--- src/rtl/dat_xfer_ctrl_if.sv ---
// Interface between the host register side, the DAT `communication` stage and
// the buffer, as seen by dat_xfer_ctrl. The controller connects through the
// slave modport; the host/bench side drives through the master modport.
interface dat_xfer_ctrl_if #(
  parameter int BSZ_W  = 12,
  parameter int BCNT_W = 16,
  parameter int TO_W   = 16
);
  // Handshake rules: start is a one-cycle strobe and is accepted only while
  // xfer_busy is 0 (otherwise it is dropped). ack_o_buff / ack_o_card each mark
  // exactly one completed word per high cycle and are only meaningful while
  // trans_enable is 1. buf_re / buf_we / finished / size_err are one-cycle
  // strobes. abort may be raised at any time and overrides everything else.
  logic              start;
  logic              abort;
  logic              dir_i;
  logic              wide_i;
  logic              multi_i;
  logic [BSZ_W-1:0]  block_size;
  logic [BCNT_W-1:0] block_count;
  logic [TO_W-1:0]   timeout_val;
  logic              ack_o_buff;
  logic              ack_o_card;
  logic              card_busy_n;

  logic              trans_enable;
  logic              direction;
  logic              mode;
  logic              buf_re;
  logic              buf_we;
  logic [BCNT_W-1:0] blocks_done;
  logic              xfer_busy;
  logic              finished;
  logic              timeout_err;
  logic              size_err;

  modport master (
    output start, abort, dir_i, wide_i, multi_i, block_size, block_count,
           timeout_val, ack_o_buff, ack_o_card, card_busy_n,
    input  trans_enable, direction, mode, buf_re, buf_we, blocks_done,
           xfer_busy, finished, timeout_err, size_err
  );

  modport slave (
    input  start, abort, dir_i, wide_i, multi_i, block_size, block_count,
           timeout_val, ack_o_buff, ack_o_card, card_busy_n,
    output trans_enable, direction, mode, buf_re, buf_we, blocks_done,
           xfer_busy, finished, timeout_err, size_err
  );
endinterface

--- src/rtl/dat_xfer_ctrl.sv ---
// dat_xfer_ctrl: block-transfer sequencer in front of the DAT `communication`
// stage. Latches a command, enables the serializer word by word, counts words
// and blocks, strobes the buffer, and handles card busy, timeout and abort.
// Optional feature macro: DAT_BUSY_WAIT_EN -- when defined, writes wait for the
// card to release DAT0 (card_busy_n=1) after every block before continuing.
// All outputs are registers; state is mirrored on state_dbg.
module dat_xfer_ctrl #(
  parameter int BSZ_W  = 12,
  parameter int BCNT_W = 16,
  parameter int TO_W   = 16
) (
  input  logic           clk,
  input  logic           reset,
  dat_xfer_ctrl_if.slave bus,
  output logic [2:0]     state_dbg
);
  localparam int WW = BSZ_W - 2;

  typedef enum logic [2:0] {
    S_IDLE      = 3'd0,
    S_LOAD      = 3'd1,
    S_XFER      = 3'd2,
    S_GAP       = 3'd3,
    S_BUSY_WAIT = 3'd4,
    S_DONE      = 3'd5,
    S_ERR       = 3'd6
  } state_t;

  state_t            state;
  logic [WW-1:0]     words_init;
  logic [WW-1:0]     words_left;
  logic [BCNT_W-1:0] blocks_left;
  logic [BCNT_W-1:0] blk_cnt;
  logic              open_ended;
  logic              dir_r;
  logic [TO_W-1:0]   to_val;
  logic [TO_W-1:0]   to_cnt;
`ifdef DAT_BUSY_WAIT_EN
  // Remembers, while waiting on card busy, whether the block just sent was the last.
  logic              last_seen;
`endif

  logic              ack;
  logic              last_word;
  logic              last_block;
  logic [TO_W-1:0]   to_next;
  logic              to_hit;
  logic [WW-1:0]     size_words;

  // Byte count is rounded down to whole 32-bit words; the low two bits never matter.
  assign size_words = bus.block_size[BSZ_W-1:2];
`ifdef DAT_BUSY_WAIT_EN
  logic unused_bits;
  assign unused_bits = ^bus.block_size[1:0];
`else
  logic unused_bits;
  assign unused_bits = ^{bus.block_size[1:0], bus.card_busy_n};
`endif

  // Only the ack matching the latched direction counts as progress.
  assign ack        = dir_r ? bus.ack_o_buff : bus.ack_o_card;
  assign last_word  = (words_left == WW'(1));
  assign last_block = !open_ended && (blocks_left == BCNT_W'(1));
  assign to_next    = to_cnt + TO_W'(1);
  assign to_hit     = (to_val != '0) && (to_next == to_val);

  assign bus.blocks_done = blk_cnt;
  assign bus.direction   = dir_r;
  assign state_dbg       = state;

  // Main sequencer: state, counters and all registered outputs.
  always_ff @(posedge clk or negedge reset) begin
    if (!reset) begin
      state            <= S_IDLE;
      words_init       <= '0;
      words_left       <= '0;
      blocks_left      <= '0;
      blk_cnt          <= '0;
      open_ended       <= 1'b0;
      dir_r            <= 1'b0;
      to_val           <= '0;
      to_cnt           <= '0;
`ifdef DAT_BUSY_WAIT_EN
      last_seen        <= 1'b0;
`endif
      bus.trans_enable <= 1'b0;
      bus.mode         <= 1'b0;
      bus.buf_re       <= 1'b0;
      bus.buf_we       <= 1'b0;
      bus.xfer_busy    <= 1'b0;
      bus.finished     <= 1'b0;
      bus.timeout_err  <= 1'b0;
      bus.size_err     <= 1'b0;
    end else begin
      // Strobes are high for a single cycle unless re-asserted below.
      bus.buf_re   <= 1'b0;
      bus.buf_we   <= 1'b0;
      bus.finished <= 1'b0;
      bus.size_err <= 1'b0;

      if (bus.abort) begin
        // Abort overrides any ack or start seen in the same cycle.
        state            <= S_IDLE;
        bus.trans_enable <= 1'b0;
        bus.xfer_busy    <= 1'b0;
        bus.timeout_err  <= 1'b0;
        blk_cnt          <= '0;
        words_left       <= '0;
        blocks_left      <= '0;
        to_cnt           <= '0;
      end else begin
        case (state)
          S_IDLE: begin
            if (bus.start) begin
              if (size_words == '0) begin
                bus.size_err <= 1'b1;
              end else begin
                dir_r           <= bus.dir_i;
                bus.mode        <= bus.wide_i;
                words_init      <= size_words;
                words_left      <= size_words;
                blocks_left     <= bus.multi_i ? bus.block_count : BCNT_W'(1);
                open_ended      <= bus.multi_i && (bus.block_count == '0);
                to_val          <= bus.timeout_val;
                to_cnt          <= '0;
                blk_cnt         <= '0;
                bus.timeout_err <= 1'b0;
                bus.xfer_busy   <= 1'b1;
                // Writes prefetch the first word so it is ready for the serializer.
                bus.buf_re      <= !bus.dir_i;
                state           <= S_LOAD;
              end
            end
          end

          S_LOAD: begin
            bus.trans_enable <= 1'b1;
            to_cnt           <= '0;
            state            <= S_XFER;
          end

          S_XFER: begin
            if (ack) begin
              bus.trans_enable <= 1'b0;
              to_cnt           <= '0;
              bus.buf_we       <= dir_r;
              // Writes fetch the next word after every ack except the final one.
              bus.buf_re       <= !dir_r && !(last_word && last_block);
              if (!last_word) begin
                words_left <= words_left - WW'(1);
                state      <= S_GAP;
              end else begin
                words_left <= words_init;
                blk_cnt    <= blk_cnt + BCNT_W'(1);
                if (!last_block && !open_ended) begin
                  blocks_left <= blocks_left - BCNT_W'(1);
                end
`ifdef DAT_BUSY_WAIT_EN
                if (!dir_r) begin
                  last_seen <= last_block;
                  state     <= S_BUSY_WAIT;
                end else if (last_block) begin
                  bus.finished <= 1'b1;
                  state        <= S_DONE;
                end else begin
                  state <= S_GAP;
                end
`else
                if (last_block) begin
                  bus.finished <= 1'b1;
                  state        <= S_DONE;
                end else begin
                  state <= S_GAP;
                end
`endif
              end
            end else if (to_hit) begin
              bus.trans_enable <= 1'b0;
              bus.timeout_err  <= 1'b1;
              state            <= S_ERR;
            end else begin
              to_cnt <= to_next;
            end
          end

          S_GAP: begin
            // One idle cycle lets the serializer re-arm before the next word.
            bus.trans_enable <= 1'b1;
            to_cnt           <= '0;
            state            <= S_XFER;
          end

`ifdef DAT_BUSY_WAIT_EN
          S_BUSY_WAIT: begin
            if (bus.card_busy_n) begin
              to_cnt <= '0;
              if (last_seen) begin
                bus.finished <= 1'b1;
                state        <= S_DONE;
              end else begin
                state <= S_GAP;
              end
            end else if (to_hit) begin
              bus.timeout_err <= 1'b1;
              state           <= S_ERR;
            end else begin
              to_cnt <= to_next;
            end
          end
`endif

          S_DONE: begin
            bus.xfer_busy <= 1'b0;
            state         <= S_IDLE;
          end

          S_ERR: begin
            // timeout_err stays set; only start or abort clears it.
            bus.xfer_busy <= 1'b0;
            state         <= S_IDLE;
          end

          default: begin
            bus.trans_enable <= 1'b0;
            bus.xfer_busy    <= 1'b0;
            state            <= S_IDLE;
          end
        endcase
      end
    end
  end
endmodule

--- src/flat_wrapper.sv ---
// flat-port wrapper written by rule: the top's interface ports become plain ports
module dat_xfer_ctrl_flat 
#(
  parameter int BSZ_W  = 12,
  parameter int BCNT_W = 16,
  parameter int TO_W   = 16
)
  (clk, reset, state_dbg, bus_start, bus_abort, bus_dir_i, bus_wide_i, bus_multi_i, bus_block_size, bus_block_count, bus_timeout_val, bus_ack_o_buff, bus_ack_o_card, bus_card_busy_n, bus_trans_enable, bus_direction, bus_mode, bus_buf_re, bus_buf_we, bus_blocks_done, bus_xfer_busy, bus_finished, bus_timeout_err, bus_size_err);
  dat_xfer_ctrl_if #(.BSZ_W(BSZ_W), .BCNT_W(BCNT_W), .TO_W(TO_W)) bus_i ();
  input  logic clk;
  input  logic reset;
  output logic [2:0] state_dbg;
  input wire logic [$bits(bus_i.start)-1:0] bus_start;
  input wire logic [$bits(bus_i.abort)-1:0] bus_abort;
  input wire logic [$bits(bus_i.dir_i)-1:0] bus_dir_i;
  input wire logic [$bits(bus_i.wide_i)-1:0] bus_wide_i;
  input wire logic [$bits(bus_i.multi_i)-1:0] bus_multi_i;
  input wire logic [$bits(bus_i.block_size)-1:0] bus_block_size;
  input wire logic [$bits(bus_i.block_count)-1:0] bus_block_count;
  input wire logic [$bits(bus_i.timeout_val)-1:0] bus_timeout_val;
  input wire logic [$bits(bus_i.ack_o_buff)-1:0] bus_ack_o_buff;
  input wire logic [$bits(bus_i.ack_o_card)-1:0] bus_ack_o_card;
  input wire logic [$bits(bus_i.card_busy_n)-1:0] bus_card_busy_n;
  output wire logic [$bits(bus_i.trans_enable)-1:0] bus_trans_enable;
  output wire logic [$bits(bus_i.direction)-1:0] bus_direction;
  output wire logic [$bits(bus_i.mode)-1:0] bus_mode;
  output wire logic [$bits(bus_i.buf_re)-1:0] bus_buf_re;
  output wire logic [$bits(bus_i.buf_we)-1:0] bus_buf_we;
  output wire logic [$bits(bus_i.blocks_done)-1:0] bus_blocks_done;
  output wire logic [$bits(bus_i.xfer_busy)-1:0] bus_xfer_busy;
  output wire logic [$bits(bus_i.finished)-1:0] bus_finished;
  output wire logic [$bits(bus_i.timeout_err)-1:0] bus_timeout_err;
  output wire logic [$bits(bus_i.size_err)-1:0] bus_size_err;
  assign bus_i.start = bus_start;
  assign bus_i.abort = bus_abort;
  assign bus_i.dir_i = bus_dir_i;
  assign bus_i.wide_i = bus_wide_i;
  assign bus_i.multi_i = bus_multi_i;
  assign bus_i.block_size = bus_block_size;
  assign bus_i.block_count = bus_block_count;
  assign bus_i.timeout_val = bus_timeout_val;
  assign bus_i.ack_o_buff = bus_ack_o_buff;
  assign bus_i.ack_o_card = bus_ack_o_card;
  assign bus_i.card_busy_n = bus_card_busy_n;
  assign bus_trans_enable = bus_i.trans_enable;
  assign bus_direction = bus_i.direction;
  assign bus_mode = bus_i.mode;
  assign bus_buf_re = bus_i.buf_re;
  assign bus_buf_we = bus_i.buf_we;
  assign bus_blocks_done = bus_i.blocks_done;
  assign bus_xfer_busy = bus_i.xfer_busy;
  assign bus_finished = bus_i.finished;
  assign bus_timeout_err = bus_i.timeout_err;
  assign bus_size_err = bus_i.size_err;
  dat_xfer_ctrl #(.BSZ_W(BSZ_W), .BCNT_W(BCNT_W), .TO_W(TO_W)) u_core (.clk(clk), .reset(reset), .bus(bus_i), .state_dbg(state_dbg));
endmodule
--- config.mk ---
export PLATFORM = sky130hd
export DESIGN_NAME = dat_xfer_ctrl_flat
export DESIGN_NICKNAME = d
export VERILOG_FILES = /design/src/rtl/dat_xfer_ctrl_if.sv /design/src/rtl/dat_xfer_ctrl.sv /design/src/flat_wrapper.sv
export SDC_FILE = /design/constraint.sdc
export NUM_CORES = 1
export LEC_CHECK = 0
export CAP_MARGIN = 20
export CORE_ASPECT_RATIO = 1.5
export CORE_MARGIN = 2
export CORE_UTILIZATION = 43
export DETAILED_ROUTE_END_ITERATION = 6
export DONT_BUFFER_PORTS = 1
export GPL_TIMING_DRIVEN = 0
export PLACE_DENSITY = 0.59
export SLEW_MARGIN = 25
export SYNTH_ARGS = -nofsm -noshare
export SYNTH_HDL_FRONTEND = slang
export SYNTH_SLANG_ARGS = --single-unit
--- constraint.sdc ---
create_clock -name clk -period 4.2 [get_ports clk]
set_input_delay 0.63 -clock clk [delete_from_list [all_inputs] [get_ports clk]]
set_output_delay 0.63 -clock clk [all_outputs]
set_load 0.02 [all_outputs]
==> flow_summary.toml <==
[global_route]
grt_first_pass_wirelength_um = 25600
grt_pass1_vias = 4889
antenna_found_initial = 0
grt_usage = 0.226
grt.overflow.total = 0
grt_max_degree = 98

[power_and_ir_drop]
total_power_mw = 2.53
peakVddDrop_uv = 193
power_density_nw_per_um2 = 402
leakage_nw = 2.62

[cells_and_area]
antenna_cells = 0
final_cell_mix = "dfrtp_1, nor2_1, nand2_1, a21oi_1, nand3_1"
final_cell_area_um2 = 6300
final_cell_count_no_fill = 798
layout_commonest_cell = "dfrtp_1"
synthToLayoutAreaGrowth_pct = 9.32
drive_above_1_share = 0.130
num-fill-cells = 1266
nNetsFinal = 695

[clock_network]
cts_sinks = 97
post-cts-setup-buffers = 0
clockBufferDepth = 2
cts_tree = "built"
clk_latency_ps = 350
holdBufCountCts = 1
path_clk_slew_ps = 70
htreeDepth = 3
cts_resized = 0
cts_inserted_buffers = 9
cts_root_buffer = "clkbuf_16"

[yosys]
ys_ff_latch = 97
synth_fp_nets = 683
synthArstFlopShare = 1.00
synthTopCellsByArea = "dfrtp_1, mux2_2, nor2_1"
synth-main-ff-cell = "dfrtp_1"
synthCells = 623
synth-edff-count = 0
synth_top_area_share = 0.421
synth_top_cell_by_area = "dfrtp_1"
mappedNetlistArea_um2 = 5760
postSynthAreaPerCell_um2 = 9.25
synth-seq-area-share = 0.421
yosysUniqueCellTypes = 66
synth_warnings = 0

[timing]
timing.final.ws_setup_ps = 1320
rsz0062_at_grt = "false"
fmax_mhz = 347
finalMaxSlewViolations = 0
fin_skew_ps = 9.97
min_period_ps = 2880
fin_crit_sh = 0.686
worst_pin_slew_ps = 666
hold_violations = 0
max_slew_margin = 0.551
final.setup.tns_ps = 0
setup_viol = 0

[placed_design]
place_ws_ps = 1250
place_area_um2 = 5960
dp.cells = 782
gp_congestion = 0.964
io_buffers = 0
dp_hpwl_um = 11900

[route]
drc = 0
antenna_left = 0
vias_per_cell = 6.13
initialDrtViolationCount = 293
totalWireLength_um = 16200
num_vias = 4891
drt-wirelength-per-cell_um = 20.3
dr.pass1.iters = 4

[setup_path]
end_kind = "register"
path_class = "reg2reg"
worstPathRequired_ps = 4430
path_delay_family = "simple AND/OR/NAND/NOR gates"
path_buf_inv = 3
r2r_start = "u_core.to_cnt[6]$_DFFE_PN0P_"
worstPathCellList = "buf_2, nand3_1, or4_4, xnor2_1, nand4_1, nor3_1, and4_1, buf_6, buf_6, o21ai_1, nand2b_1"
arrival_ps = 3110
critPathLaunchType = "register"
cp_slowest_cell = "or4_4"
critPathMaxStageDelay_ps = 590
worstPathMaxFanout = 10
reg2reg_depth = 11
rr_endpoint = "u_core.to_cnt[10]$_DFFE_PN0P_"
r2r_slack_ps = 1320
worst_path_most_repeated_cell = "buf_6"

[floorplanning]
row_count = 51
initial_core_util = 0.443
die_w_um = 98.5
core_um2 = 13000
die_y_um = 146
io_pins = 82
fp.dieArea_um2 = 14400

[run_status]
status = "finished clean"

[job]
drv_cap = 0

[min_path]
min_path_type = "in2async"
==> synthesized netlist by cell type, drive strengths merged (4+ instances only) <==
cell / count
dfrtp: 97
nor2: 66
a21oi: 50
nand2: 48
nand3: 31
mux2: 30
o21ai: 27
xor2: 23
inv: 20
nand4: 20
clkbuf: 19
buf: 18
nor4: 16
nor3: 15
xnor2: 15
or4: 13
o22a: 11
a211oi: 10
and3: 8
o31ai: 8
a31oi: 7
o211ai: 7
ha: 6
nand2b: 5
nor2b: 5
o311ai: 5
a21o: 4
and4: 4
o22ai: 4
==> state kept, by name (all words and copies together), names as in the netlist, 3 cells and up <==
register and count:
u_core.to_cnt 16, u_core.words_left 10, u_core.words_init 10, u_core.bus.blocks_done 16, u_core.blocks_left 16, u_core.to_val 16, u_core.state_dbg 3
==> kinds of logic after synthesis <==
| group | synth area share |
|---|---|
| fa+ha+maj | 0.0130 |
| compound gates | 0.174 |
| flops | 0.421 |
| buf+inv | 0.0484 |
| simple gates | 0.223 |
| mux | 0.0628 |
| xor+xnor | 0.0578 |
==> final cells by class <==
| cell class | count | area, um^2 | share of cell area |
|---|---|---|---|
| Clock inverter | 5 | 81.3 | 0.0129 |
| Inverter | 20 | 75.1 | 0.0119 |
| Buffer | 37 | 204 | 0.0324 |
| Tap cell | 159 | 199 | 0.0316 |
| Multi-Input combinational cell | 469 | 3060 | 0.485 |
| Clock buffer | 10 | 229 | 0.0364 |
| Timing Repair Buffer | 1 | 27.5 | 0.00437 |
| Sequential cell | 97 | 2430 | 0.385 |
==> how the worst max path moves through the flow <==
stage / to / slack, ps / cells past startpoint / start
after floorplan: u_core.blocks_left[10]$_DFFE_PN0P_ / 1590 / 9 / bus_block_size[6]
after global placement: u_core.blocks_left[4]$_DFFE_PN0P_ / 1290 / 8 / bus_block_size[6]
after detailed placement: u_core.blocks_left[8]$_DFFE_PN0P_ / 1250 / 8 / bus_block_size[10]
after CTS: u_core.to_cnt[10]$_DFFE_PN0P_ / 1330 / 11 / u_core.to_cnt[6]$_DFFE_PN0P_
after global routing: u_core.to_cnt[15]$_DFFE_PN0P_ / 1170 / 12 / u_core.to_cnt[1]$_DFFE_PN0P_
final: u_core.to_cnt[10]$_DFFE_PN0P_ / 1320 / 11 / u_core.to_cnt[6]$_DFFE_PN0P_
==> stage by stage <==
stage,utilization,hold WS (ps)
after global routing,0.484,226
after detailed placement,0.458,339
after floorplan,-,334
after CTS,0.484,238
after global placement,0.458,338
final,0.484,179
==> where the power goes <==
group          switching (mW)  internal (mW)
combinational           0.285          0.213
sequential              0.125           1.04
clock                   0.354          0.519
total                   0.764           1.77
==> routing by layer <==
layer / part of all wire / GRT usage / up-vias
met5: 0 / 0 / -
met4: 0.048 / 0.117 / 0
met3: 0.053 / 0.0480 / 46
met2: 0.52 / 0.395 / 149
met1: 0.38 / 0.256 / 2395
li1: - / - / 2301
No activity file was read; power rests on OpenSTA's default activity.
